==> config.mk <==
export PLATFORM = sky130hd
export DESIGN_NAME = diff_eq_inverse
export DESIGN_NICKNAME = d
export VERILOG_FILES = /design/src/rtl/diff_eq_inverse_pkg.sv /design/src/rtl/diff_eq_inverse_sat_clip.sv /design/src/rtl/diff_eq_inverse.sv
export SDC_FILE = /design/constraint.sdc
export NUM_CORES = 1
export LEC_CHECK = 0
export ABC_AREA = 0
export ABC_CLOCK_PERIOD_IN_PS = 4050
export BUFFER_PORTS_ARGS = -buffer_cell sky130_fd_sc_hd__clkbuf_2
export CAP_MARGIN = 5
export CORE_ASPECT_RATIO = 1.2
export CORE_MARGIN = 5
export CORE_UTILIZATION = 50
export CTS_BUF_LIST = sky130_fd_sc_hd__clkbuf_8
export CTS_CLUSTER_DIAMETER = 100
export CTS_CLUSTER_SIZE = 28
export DETAILED_ROUTE_END_ITERATION = 6
export PLACE_DENSITY = 0.71
export SYNTH_ARGS = -nofsm -noshare
export SYNTH_HDL_FRONTEND = slang
export SYNTH_SLANG_ARGS = --single-unit
export TNS_END_PERCENT = 50
==> constraint.sdc <==
create_clock -name clock -period 4.05 [get_ports clock]
set_input_delay 0.81 -clock clock [delete_from_list [all_inputs] [get_ports clock]]
set_output_delay 0.81 -clock clock [all_outputs]
set_load 0.03 [all_outputs]
==> src/rtl/diff_eq_inverse_pkg.sv <==
// Shared definitions for the difference-equation inverse decoder:
// FSM encodings, width helpers and the history shift amount.
package diff_eq_inverse_pkg;

  typedef enum logic [1:0] {
    ST_IDLE = 2'd0,
    ST_RUN  = 2'd1,
    ST_SAT  = 2'd2
  } state_t;

  // y[n-1] enters the recurrence halved by an arithmetic (floor) shift
  localparam int SHIFT_AMT = 1;

  function automatic int y_w(input int n_bits);
    return n_bits + 3;
  endfunction

  function automatic int acc_w(input int n_bits);
    return n_bits + 5;
  endfunction

endpackage

==> src/rtl/diff_eq_inverse_sat_clip.sv <==
// Combinational clip of the signed accumulator into the unsigned sample range,
// flagging any value that had to be clipped.
module diff_eq_inverse_sat_clip
  import diff_eq_inverse_pkg::*;
#(
  parameter int N_BITS = 8
) (
  input  logic signed [N_BITS+4:0] s,
  output logic        [N_BITS-1:0] x,
  output logic                     oor
);

  localparam int ACC_W = acc_w(N_BITS);
  localparam logic signed [ACC_W-1:0] X_MAX = ACC_W'((1 << N_BITS) - 1);

  always_comb begin
    x   = s[N_BITS-1:0];
    oor = 1'b0;
    if (s[ACC_W-1]) begin
      x   = '0;
      oor = 1'b1;
    end else if (s > X_MAX) begin
      x   = '1;
      oor = 1'b1;
    end
  end

endmodule

==> src/rtl/diff_eq_inverse.sv <==
// Inverse of y[n] = x[n] - x[n-1] + x[n-2] + (y[n-1] >>> 1): rebuilds x[n]
// from the filtered stream with one cycle of latency.
//
//   state   | meaning
//   --------+-------------------------------------------------------
//   ST_IDLE | no sample since reset/clear; history is all zero
//   ST_RUN  | decoding, every reconstruction so far in range
//   ST_SAT  | a reconstruction was clipped; o_err latched until clear
module diff_eq_inverse
  import diff_eq_inverse_pkg::*;
#(
  parameter int N_BITS = 8
) (
  input  logic                     clock,
  input  logic                     i_reset,
  input  logic signed [N_BITS+2:0] i_y,
  input  logic                     i_valid,
  input  logic                     i_clear,
  output logic        [N_BITS-1:0] o_x,
  output logic                     o_valid,
  output logic                     o_err
);

  localparam int Y_W   = y_w(N_BITS);
  localparam int ACC_W = acc_w(N_BITS);

  state_t                  state;
  logic signed [Y_W-1:0]   y1;
  logic        [N_BITS-1:0] x1;
  logic        [N_BITS-1:0] x2;
  logic signed [ACC_W-1:0] s;
  logic        [N_BITS-1:0] x_hat;
  logic                    oor;

  // Accumulator is wide enough that no combination of inputs can wrap
  assign s = ACC_W'(i_y)
           - ACC_W'(y1 >>> SHIFT_AMT)
           + $signed({{(ACC_W-N_BITS){1'b0}}, x1})
           - $signed({{(ACC_W-N_BITS){1'b0}}, x2});

  diff_eq_inverse_sat_clip #(.N_BITS(N_BITS)) u_sat_clip (
    .s   (s),
    .x   (x_hat),
    .oor (oor)
  );

  always_ff @(posedge clock or negedge i_reset) begin
    if (!i_reset) begin
      state   <= ST_IDLE;
      y1      <= '0;
      x1      <= '0;
      x2      <= '0;
      o_x     <= '0;
      o_valid <= 1'b0;
      o_err   <= 1'b0;
    end else if (i_clear) begin
      state   <= ST_IDLE;
      y1      <= '0;
      x1      <= '0;
      x2      <= '0;
      o_x     <= '0;
      o_valid <= 1'b0;
      o_err   <= 1'b0;
    end else if (i_valid) begin
      o_x     <= x_hat;
      o_valid <= 1'b1;
      // History carries the clipped value so decoding stays bounded after an error
      x2      <= x1;
      x1      <= x_hat;
      y1      <= i_y;
      if (oor) begin
        o_err <= 1'b1;
        state <= ST_SAT;
      end else if (state == ST_IDLE) begin
        state <= ST_RUN;
      end
    end else begin
      o_valid <= 1'b0;
    end
  end

endmodule

==> reports/metrics.csv, run 1 <==
metric,value,unit
Final Skew,0.00387,ns
FMAX,259,MHz
Final Max Tran Viols,0,
Root Driver,clkbuf_8,
worst hold margin,0.520,ns
Reg2Reg Launch Point,y1[1],
antenna violations before repair,0,
antenna fix cells,0,
unrepaired setup endpoints after global routing,no,
port bufs,24,
H-tree lvl count,1,
Post-DP HPWL,3460,µm
register share of total power,20.3,%
core box area,0.00449,mm²
nature of the critical path startpoint,primary input,
GRT Overall Usage,16.5,%
r2r worst-path depth,14,
clock share of power,11.7,%
syn_nets,278,
largest cells by area after synthesis,"dfrtp_1 31%, fa_1 14%, ha_1 11%",
"area leader, netlist",dfrtp_1,
Critical Path End Type,flip-flop,
CTS Hold Buffers Added,0,
synth unique cells,38,
crit-path max FO,8,
slew margin rel.,52.0,%
"setup slack, reg-to-reg",0.43,ns
DRC errors left,0,
top sig layer,met4,
number of synthesized flops with an enable pin,0,
final hold violation count,0,
"Top cell by count, worst path",fa_1,
clock period minus worst slack,3.86,ns
gp weighted congestion,0.801,
Synth Instances,227,
die width,71.6,µm
Die Y,83.9,µm
Critical Path Max Stage Delay,0.53,ns
M1 WL,1850,µm
data required time at the worst endpoint,4.21,ns
status,"complete, no violations",
Least-Margin Pin Slew,0.720,ns
number of nets in the layout,311,
CP cell instances,"clkbuf_2, fa_1, inv_1, fa_1, inv_1, ha_1, fa_1, a21o_1, a21oi_1, nor2_1, a311oi_4, mux2i_4, buf_4, a221o_1",
Logic pwr share,68.0,%
Final setup viols,0,
routed len/inst,13.6,µm
kind of critical path,primary input to flip-flop,
layout cells sized above 1,17.4,%
post-DR vias/cell,5.20,
VDD IR max,439,µV
1st-pass router iterations,4,
CTS Buf Count,3,
Reg area,701,µm²
CTS tree,yes,
Post-synth ARST share,100,%
Post-Syn Area,0.00228,mm²
via count,1648,
final wirelength,4310,µm
syn avg cell area,10.0,µm²
Initial Utilization,50.7,%
RR Endpoint,x1[3],
Hold Crit Depth,2,
grt total ovfl,0,
worst hold start,o_err,
number of fill cells in the layout,416,
Sw Ratio,44.4,%
number of synthesized register bits,28,
Leak Pwr,1.43,nW
Final Util,57.8,%
area grow syn2layout,14.0,%
max_cap viols,0,
CTS sink cnt,28,
Antenna Nets Post-Route,0,
"Clk Latency, worst-skew pair",0.27,ns
first-pass GRT wire length,8090,µm
Std-Cell Rows,27,
hold path endpoint,o_err,
cell-internal power,1.05,mW
Worst Hold Class,flip-flop to flip-flop,
Switch Pwr,835,µW
critical path arrival,4.02,ns
sequential fraction of the synthesis area,30.8,%
WL met3,105,µm
Ys Warns,0,
footprint of the multi-input gates,0.00138,mm²
CTS Buffer Depth,2,
clock slew at reported path FFs,0.10,ns
WL met2,2290,µm
DR iter-0 viols,40,
final worst path period share,95.3,%
die area,0.00601,mm²
pin count of the biggest net entering global routing,29,
critical path's slowest cell,fa_1,
Power Density,724,mW/mm²
Ports,25,
"Top FF cell, synth",dfrtp_1,
Yosys top cell area share,30.8,%
vias in the first global route,1869,
-- worst max-delay path, delay by kind of cell --
kind / cells / cell delay (ns)
AOI/OAI and AO/OA: 4 / 1.02
adders and majority gates: 4 / 1.61
buffers and inverters: 4 / 0.35
muxes: 1 / 0.11
and+or+nand+nor: 1 / 0.10
-- area by class of cell --
cell class,instances,area share (%)
flip-flops and latches,28,27.0
repair buffers,34,7.52
multi-input cells,145,53.0
clock buffers,3,1.59
inverters,48,6.94
well taps,58,2.80
clock inverters,1,1.16
-- cell families after synthesis --
| kind of cell | Yosys count | share of synthesized area (%) |
|---|---|---|
| buffers and inverters | 54 | 9.56 |
| and+or+nand+nor | 41 | 8.35 |
| muxes | 20 | 9.01 |
| adders and majority gates | 36 | 25.1 |
| xor gates and xnor gates | 9 | 3.46 |
| DFF | 28 | 30.8 |
| AOI/OAI and AO/OA | 39 | 13.8 |
-- timing repair --
action | CTS | global route
buffers inserted | 0 | 0
endpoints found under the hold margin | 0 | 0
endpoints found under the setup margin | 0 | 8
resized for setup | 0 | 1
-- per-layer routing --
| layer | vias up | global-route usage [%] |
|---|---|---|
| li1 | 819 | - |
| met1 | 796 | 21.1 |
| met2 | 25 | 28.3 |
| met3 | 8 | 2.53 |
| met4 | 0 | 4.79 |
| met5 | - | 0 |
-- per-stage QoR --
| step | instance area, µm² | TNS, ns | power, mW | std cells | setup slack (ns) |
|---|---|---|---|---|---|
| floorplan | 2290 | 0 | 1.31 | 227 | 0.00176 |
| global placement | 2520 | -0.640 | 1.62 | 313 | -0.0794 |
| detailed placement | 2520 | -0.978 | 1.65 | 313 | -0.120 |
| CTS | 2590 | 0 | 1.89 | 317 | 0.168 |
| global route | 2590 | 0 | 2.08 | 317 | 0.00364 |
| finish | 2590 | 0 | 1.88 | 317 | 0.190 |
-- state kept, by name, summed over array words and instances (netlist names) --
name     cells
x2           8
x1           8
o_err        1
o_valid      1
y1          10
-- cell usage in the layout, fill, tap and decap left out, drive strengths merged, types with 2 or more instances in the layout --
| cell type | n |
|---|---|
| a21o | 5 |
| a21oi | 11 |
| a221o | 8 |
| and2 | 2 |
| and3 | 4 |
| buf | 10 |
| clkbuf | 27 |
| dfrtp | 28 |
| fa | 16 |
| ha | 20 |
| inv | 48 |
| mux2i | 19 |
| nand2 | 5 |
| nand3 | 3 |
| nor2 | 21 |
| nor3 | 3 |
| o211a | 2 |
| o21ai | 4 |
| o221ai | 2 |
| xnor2 | 5 |
| xor2 | 4 |
-- power groups by stage --
stage	clock network, mW	registers [mW]	logic [mW]
after global routing	0.241	0.393	1.45
after detailed placement	0	0.388	1.27
final	0.220	0.382	1.28
after global placement	0	0.387	1.24
after CTS	0.229	0.384	1.28
after floorplan	0	0.438	0.872
-- cells in the mapped netlist (3+ instances only) --
cell	count
o21ai_0	3
inv_1	48
dfrtp_1	28
xnor2_1	5
fa_1	16
a21oi_1	10
nor3_1	3
xor2_1	4
mux2i_1	18
nand3_1	3
ha_1	20
nand2_1	5
clkbuf_1	3
a21o_1	5
a221o_1	8
and3_1	3
nor2_1	21
-- how the worst max path moves through the flow --
| stage | from | to | slack (ns) | cells after the start |
|---|---|---|---|---|
| 4_1_cts | i_y[0] | x1[3] | 0.17 | 14 |
| 2_1_floorplan | i_y[0] | x1[5] | 0.002 | 14 |
| 3_5_place_dp | i_y[0] | x1[3] | -0.12 | 14 |
| 3_3_place_gp | i_y[0] | x1[6] | -0.08 | 14 |
| 5_1_grt | i_y[0] | x1[3] | 0.004 | 14 |
| 6_report | i_y[0] | x1[3] | 0.19 | 14 |
Note: power is estimated with default switching activity, not from simulation.
==> inputs of run 2 (changes only) <==
--- a/config.mk
+++ b/config.mk
@@ -10,7 +10,7 @@
 export BUFFER_PORTS_ARGS = -buffer_cell sky130_fd_sc_hd__clkbuf_2
 export CAP_MARGIN = 5
 export CORE_ASPECT_RATIO = 1.2
-export CORE_MARGIN = 5
+export CORE_MARGIN = 2
 export CORE_UTILIZATION = 50
 export CTS_BUF_LIST = sky130_fd_sc_hd__clkbuf_8
 export CTS_CLUSTER_DIAMETER = 100
==> run 2 against run 1 <==
  * Sequential power is essentially flat
  * Critical path depth is the same
  * Clock power grew 2%
  * Power shrank 1.1%
  * Non-clock buffer count is the same
  * Core utilization grew 2.2 points
  * Clock skew shrank 0.0016 ns
  * Via count shrank 0.18%
  * Highest routed layer unchanged
==> reports/metrics.csv, run 2 (synthesis results as in run 1) <==
metric,value,unit,change
antenna violations before repair,0,,unchanged
area grow syn2layout,13.8,%,about the same
die area,0.00511,mm²,-15%
status,"complete, no violations",,
unrepaired setup endpoints after global routing,no,,
via count,1645,,-0.18%
pre-CTS WS,-0.152,ns,-0.0320 ns
VDD IR max,454,µV,+3.2%
CTS tree,yes,,
Leak Pwr,1.43,nW,unchanged
final setup margin,0.186,ns,-0.00374 ns
Antenna Nets Post-Route,0,,unchanged
number of fill cells in the layout,389,,-6.5%
Final Max Tran Viols,0,,unchanged
Initial Utilization,52.6,%,+1.9 points
Post-DP HPWL,3200,µm,-7.6%
Worst Hold Class,flip-flop to flip-flop,,
pin count of the biggest net entering global routing,29,,unchanged
CP Buf/Inv Count,4,,unchanged
register share of total power,20.6,%,+0.3 points
routed len/inst,12.9,µm,-5.1%
port bufs,24,,unchanged
grt total ovfl,0,,unchanged
critical path's slowest cell,fa_1,,
first-pass GRT wire length,7330,µm,-9.4%
H-tree lvl count,1,,unchanged
Least-Margin Pin Slew,0.707,ns,-0.0127 ns
GRT Overall Usage,18.2,%,+1.7 points
footprint of the multi-input gates,0.00138,mm²,unchanged
CTS sink cnt,28,,unchanged
cell-internal power,1.04,mW,-0.24%
clock slew at reported path FFs,0.10,ns,about the same
post-DR vias/cell,5.22,,+0.45%
Sw Ratio,43.9,%,-0.48 points
critical path arrival,4.04,ns,+0.02 ns
CP cell instances,"clkbuf_2, fa_1, inv_1, fa_1, inv_1, ha_1, fa_1, a21o_1, a21oi_1, nor2_1, a311oi_4, mux2i_4, buf_4, a221o_1",,
Root Driver,clkbuf_8,,
1st-pass router iterations,4,,unchanged
largest register by flop count,y1,,
slew margin rel.,52.9,%,+0.85 points
vias in the first global route,1706,,-8.7%
"Top cell by count, worst path",fa_1,,
CTS Buf Count,3,,unchanged
layout cells sized above 1,17.4,%,unchanged
max_cap viols,0,,unchanged
die width,65.6,µm,-8.4%
Ports,25,,unchanged
largest registers,"y1 x10, x1 x8, x2 x8",,
clock period minus worst slack,3.86,ns,+0.00374 ns
crit-path max FO,8,,unchanged
"commonest non-fill, non-tap cell in the layout",inv_1,,
"Clk Latency, worst-skew pair",0.28,ns,about the same
final wirelength,4060,µm,-5.7%
number of flip-flops under the largest register name,10,,unchanged
Std-Cell Rows,26,,-3.7%
number of nets in the layout,311,,unchanged
final worst path period share,95.4,%,about the same
Die Y,77.9,µm,-7.1%
clock share of power,12.1,%,+0.4 points
core box area,0.00433,mm²,-3.7%
kind of critical path,primary input to flip-flop,,
most frequent cells in the layout,"48 x inv_1, 28 x dfrtp_1, 24 x clkbuf_2",,
Final Skew,0.00226,ns,-0.00161 ns
Critical Path End Type,flip-flop,,
Switch Pwr,817,µW,-2.2%
data required time at the worst endpoint,4.22,ns,about the same
antenna fix cells,0,,unchanged
Final setup viols,0,,unchanged
CTS Buffer Depth,2,,unchanged
DRC errors left,0,,unchanged
Total Power,1.86,mW,-1.1%
gp weighted congestion,0.832,,+3.9%
nature of the critical path startpoint,primary input,,
Critical Path Max Stage Delay,0.54,ns,about the same
Logic pwr share,67.4,%,-0.6 points
Reg area,701,µm²,unchanged
Top Family by Delay on Critical Path,adder cells,,
final hold violation count,0,,unchanged
Power Density,717,mW/mm²,-1.0%
FMAX,259,MHz,about the same
DR iter-0 viols,57,,+43%
-- run 2: cell counts in the layout (fill, tap and decap cells not counted) --
Identical to the previous run, type by type.
-- run 2: stage by stage --
step	TNS, ns	utilization (%)	hold slack (ns)	instance area [µm²]	instances
floorplan	0	-	0.486	2290	227
detailed placement	-1.22	58.1	0.509	2510	311
global placement	-0.623	58.1	0.501	2510	311
global route	0	59.9	0.572	2590	315
finish	0	59.9	0.519	2590	315
CTS	0	59.7	0.524	2580	315
-- run 2: cell type report --
class | instances | share of cell area, %
inverters | 48 | 6.95
repair buffers | 34 | 7.53
flip-flops and latches | 28 | 27.0
clock inverters | 1 | 1.16
well taps | 56 | 2.70
clock buffers | 3 | 1.59
multi-input cells | 145 | 53.0
-- run 2: power groups by stage --
| stage | combinational, mW | sequential [mW] | clock (mW) |
|---|---|---|---|
| 3_5_place_dp | 1.24 | 0.387 | 0 |
| 2_1_floorplan | 0.872 | 0.438 | 0 |
| 5_1_grt | 1.41 | 0.390 | 0.244 |
| 6_report | 1.25 | 0.382 | 0.224 |
| 4_1_cts | 1.25 | 0.383 | 0.231 |
| 3_3_place_gp | 1.23 | 0.386 | 0 |
-- run 2: worst paths after layout --
kind / slack (ns) / start / end / depth (start not counted)
setup / recovery: 0.19 / i_y[0] / x1[0] / 14
max in group asynchronous: 3.06 / i_reset / y1[8] / 1
setup reg to reg: 0.42 / y1[1] / x1[0] / 14
min in group asynchronous: 0.55 / i_reset / y1[1] / 1
hold reg to reg: 0.52 / o_err / o_err / 2
hold / removal: 0.52 / o_err / o_err / 2
-- run 2: layer usage --
metal	GRT usage (%)	wire, µm
met3	1.88	72
met2	31.8	2110
met5	0	0
met1	23.3	1840
met4	5.63	44
-- run 2: timing repair --
item,CTS,global route
setup buffers,0,0
setup endpoints to repair,0,8
resized for setup,0,1
hold buffers,0,0
-- run 2: worst reg2reg max path, cell delays in order, from the launching register on --
cell and delay, ns:
dfrtp_1 0.36, inv_1 0.06, fa_1 0.51, inv_1 0.05
fa_1 0.48, inv_1 0.05, ha_1 0.20, fa_1 0.43
a21o_1 0.21, a21oi_1 0.17, nor2_1 0.10, a311oi_4 0.35
mux2i_4 0.11, buf_4 0.17, a221o_1 0.29
==> inputs of run 3 (changes only) <==
--- a/config.mk
+++ b/config.mk
@@ -17,6 +17,7 @@
 export CTS_CLUSTER_SIZE = 28
 export DETAILED_ROUTE_END_ITERATION = 6
 export PLACE_DENSITY = 0.71
+export RECOVER_POWER = 25
 export SYNTH_ARGS = -nofsm -noshare
 export SYNTH_HDL_FRONTEND = slang
 export SYNTH_SLANG_ARGS = --single-unit
==> run 3 against run 2 <==
  * Combinational power is essentially flat
  * Clock skew barely moved
  * Global-route usage unchanged
  * Sequential share of layout area about the same
  * Sequential power barely moved
  * Critical path type unchanged
  * Largest power group unchanged
  * Highest routed layer unchanged
==> reports/metrics.csv, run 3 (synthesis results as in run 1) <==
metric,value,unit,change
status,"complete, no violations",,
gp weighted congestion,0.832,,unchanged
Initial Utilization,52.6,%,unchanged
largest register by flop count,y1,,
clock slew at reported path FFs,0.10,ns,about the same
vias in the first global route,1706,,unchanged
final wirelength,4060,µm,about the same
first-pass GRT wire length,7330,µm,unchanged
CTS tree,yes,,
post-DR vias/cell,5.22,,unchanged
Reg2Reg Launch Point,y1[1],,
FMAX,259,MHz,unchanged
crit-path max FO,8,,unchanged
Post-DP HPWL,3200,µm,unchanged
antenna fix cells,0,,unchanged
grt total ovfl,0,,unchanged
worst hold margin,0.519,ns,unchanged
CTS Hold Buffers Added,0,,unchanged
DRC errors left,0,,unchanged
DR iter-0 viols,57,,unchanged
Ports,25,,unchanged
RR Endpoint,x1[0],,
1st-pass router iterations,4,,unchanged
critical path arrival,4.04,ns,about the same
layout cells sized above 1,17.0,%,-0.39 points
Antenna Nets Post-Route,0,,unchanged
number of flip-flops under the largest register name,10,,unchanged
Worst Hold Class,flip-flop to flip-flop,,
top sig layer,met4,,
Die Y,77.9,µm,unchanged
Std-Cell Rows,26,,unchanged
"setup slack, reg-to-reg",0.42,ns,about the same
M1 WL,1840,µm,about the same
CTS Buffer Depth,2,,unchanged
critical path launch point,i_y[0],,
VDD IR max,454,µV,about the same
Total Power,1.86,mW,about the same
routed len/inst,12.9,µm,about the same
via count,1645,,unchanged
area grow syn2layout,13.8,%,about the same
data required time at the worst endpoint,4.22,ns,about the same
Least-Margin Pin Slew,1.48,ns,+0.778 ns
nature of the critical path startpoint,primary input,,
slew margin rel.,1.00,%,-52 points
largest registers,"y1 x10, x1 x8, x2 x8",,
Leak Pwr,1.43,nW,-0.21%
most frequent cells in the layout,"48 x inv_1, 28 x dfrtp_1, 23 x clkbuf_2",,
final worst path period share,95.4,%,about the same
Final Max Tran Viols,0,,unchanged
number of nets in the layout,311,,unchanged
Final Skew,0.00226,ns,+0.0000000300 ns
unrepaired setup endpoints after global routing,no,,
CP Capture Point,x1[0],,
GRT Overall Usage,18.2,%,unchanged
clock period minus worst slack,3.86,ns,+0.00000100 ns
port bufs,24,,unchanged
r2r worst-path depth,14,,unchanged
"Clk Latency, worst-skew pair",0.28,ns,about the same
Critical Path End Type,flip-flop,,
core box area,0.00433,mm²,unchanged
CTS Buf Count,3,,unchanged
max_cap viols,0,,unchanged
Final setup viols,0,,unchanged
pin count of the biggest net entering global routing,29,,unchanged
H-tree lvl count,1,,unchanged
Power Density,717,mW/mm²,about the same
WL met2,2110,µm,unchanged
antenna violations before repair,0,,unchanged
final hold violation count,0,,unchanged
kind of critical path,primary input to flip-flop,,
die area,0.00511,mm²,unchanged
Root Driver,clkbuf_8,,
CTS sink cnt,28,,unchanged
"commonest non-fill, non-tap cell in the layout",inv_1,,
die width,65.6,µm,unchanged
WL met3,71,µm,-1.4%
run 3: worst min-delay path by stage:
stage,end,from,slack [ns],depth (start not counted)
after floorplan,x2[0],x2[0],0.49,2
after global placement,o_err,o_err,0.50,2
after detailed placement,o_err,o_err,0.51,2
after CTS,o_err,o_err,0.52,2
after global routing,o_err,o_err,0.57,2
final,o_err,o_err,0.52,2
run 3: layer usage:
| layer | GRT usage, % | vias up |
|---|---|---|
| met5 | 0 | - |
| met4 | 5.63 | 0 |
| met3 | 1.88 | 4 |
| met2 | 31.8 | 17 |
| met1 | 23.3 | 808 |
| li1 | - | 816 |
run 3: power breakdown:
part | switching [mW] | internal, mW | total [mW]
sequential | 0.0528 | 0.330 | 0.382
clock | 0.0918 | 0.133 | 0.224
combinational | 0.672 | 0.580 | 1.25
total | 0.817 | 1.04 | 1.86
run 3: through the flow:
stage	TNS (ns)	cell area, µm²	instances	util, %	worst slack, ns
3_3_place_gp	-0.623	2510	311	58.1	-0.0783
2_1_floorplan	0	2290	227	-	0.00176
5_1_grt	0	2590	315	59.9	0.00646
4_1_cts	0	2580	315	59.7	0.156
6_report	0	2590	315	59.9	0.186
3_5_place_dp	-1.22	2510	311	58.1	-0.152
run 3: final cells by class:
type	instances	area (µm²)
fillers	390	1740
multi-input cells	145	1380
flip-flops and latches	28	701
repair buffers	34	194
inverters	48	180
well taps	56	70.1
clock buffers	3	41.3
clock inverters	1	30.0
run 3: worst max-delay path, stage by stage:
cell and delay, ns:
clkbuf_2 0.09, fa_1 0.54, inv_1 0.05, fa_1 0.47, inv_1 0.05, ha_1 0.20
fa_1 0.42, a21o_1 0.21, a21oi_1 0.17, nor2_1 0.10, a311oi_4 0.35, mux2i_4 0.11
buf_4 0.17, a221o_1 0.29
run 3: what timing repair did:
item                       in CTS  in global routing
setup endpoints to repair       0                  8
resized for setup               0                  1
buffers inserted                0                  0
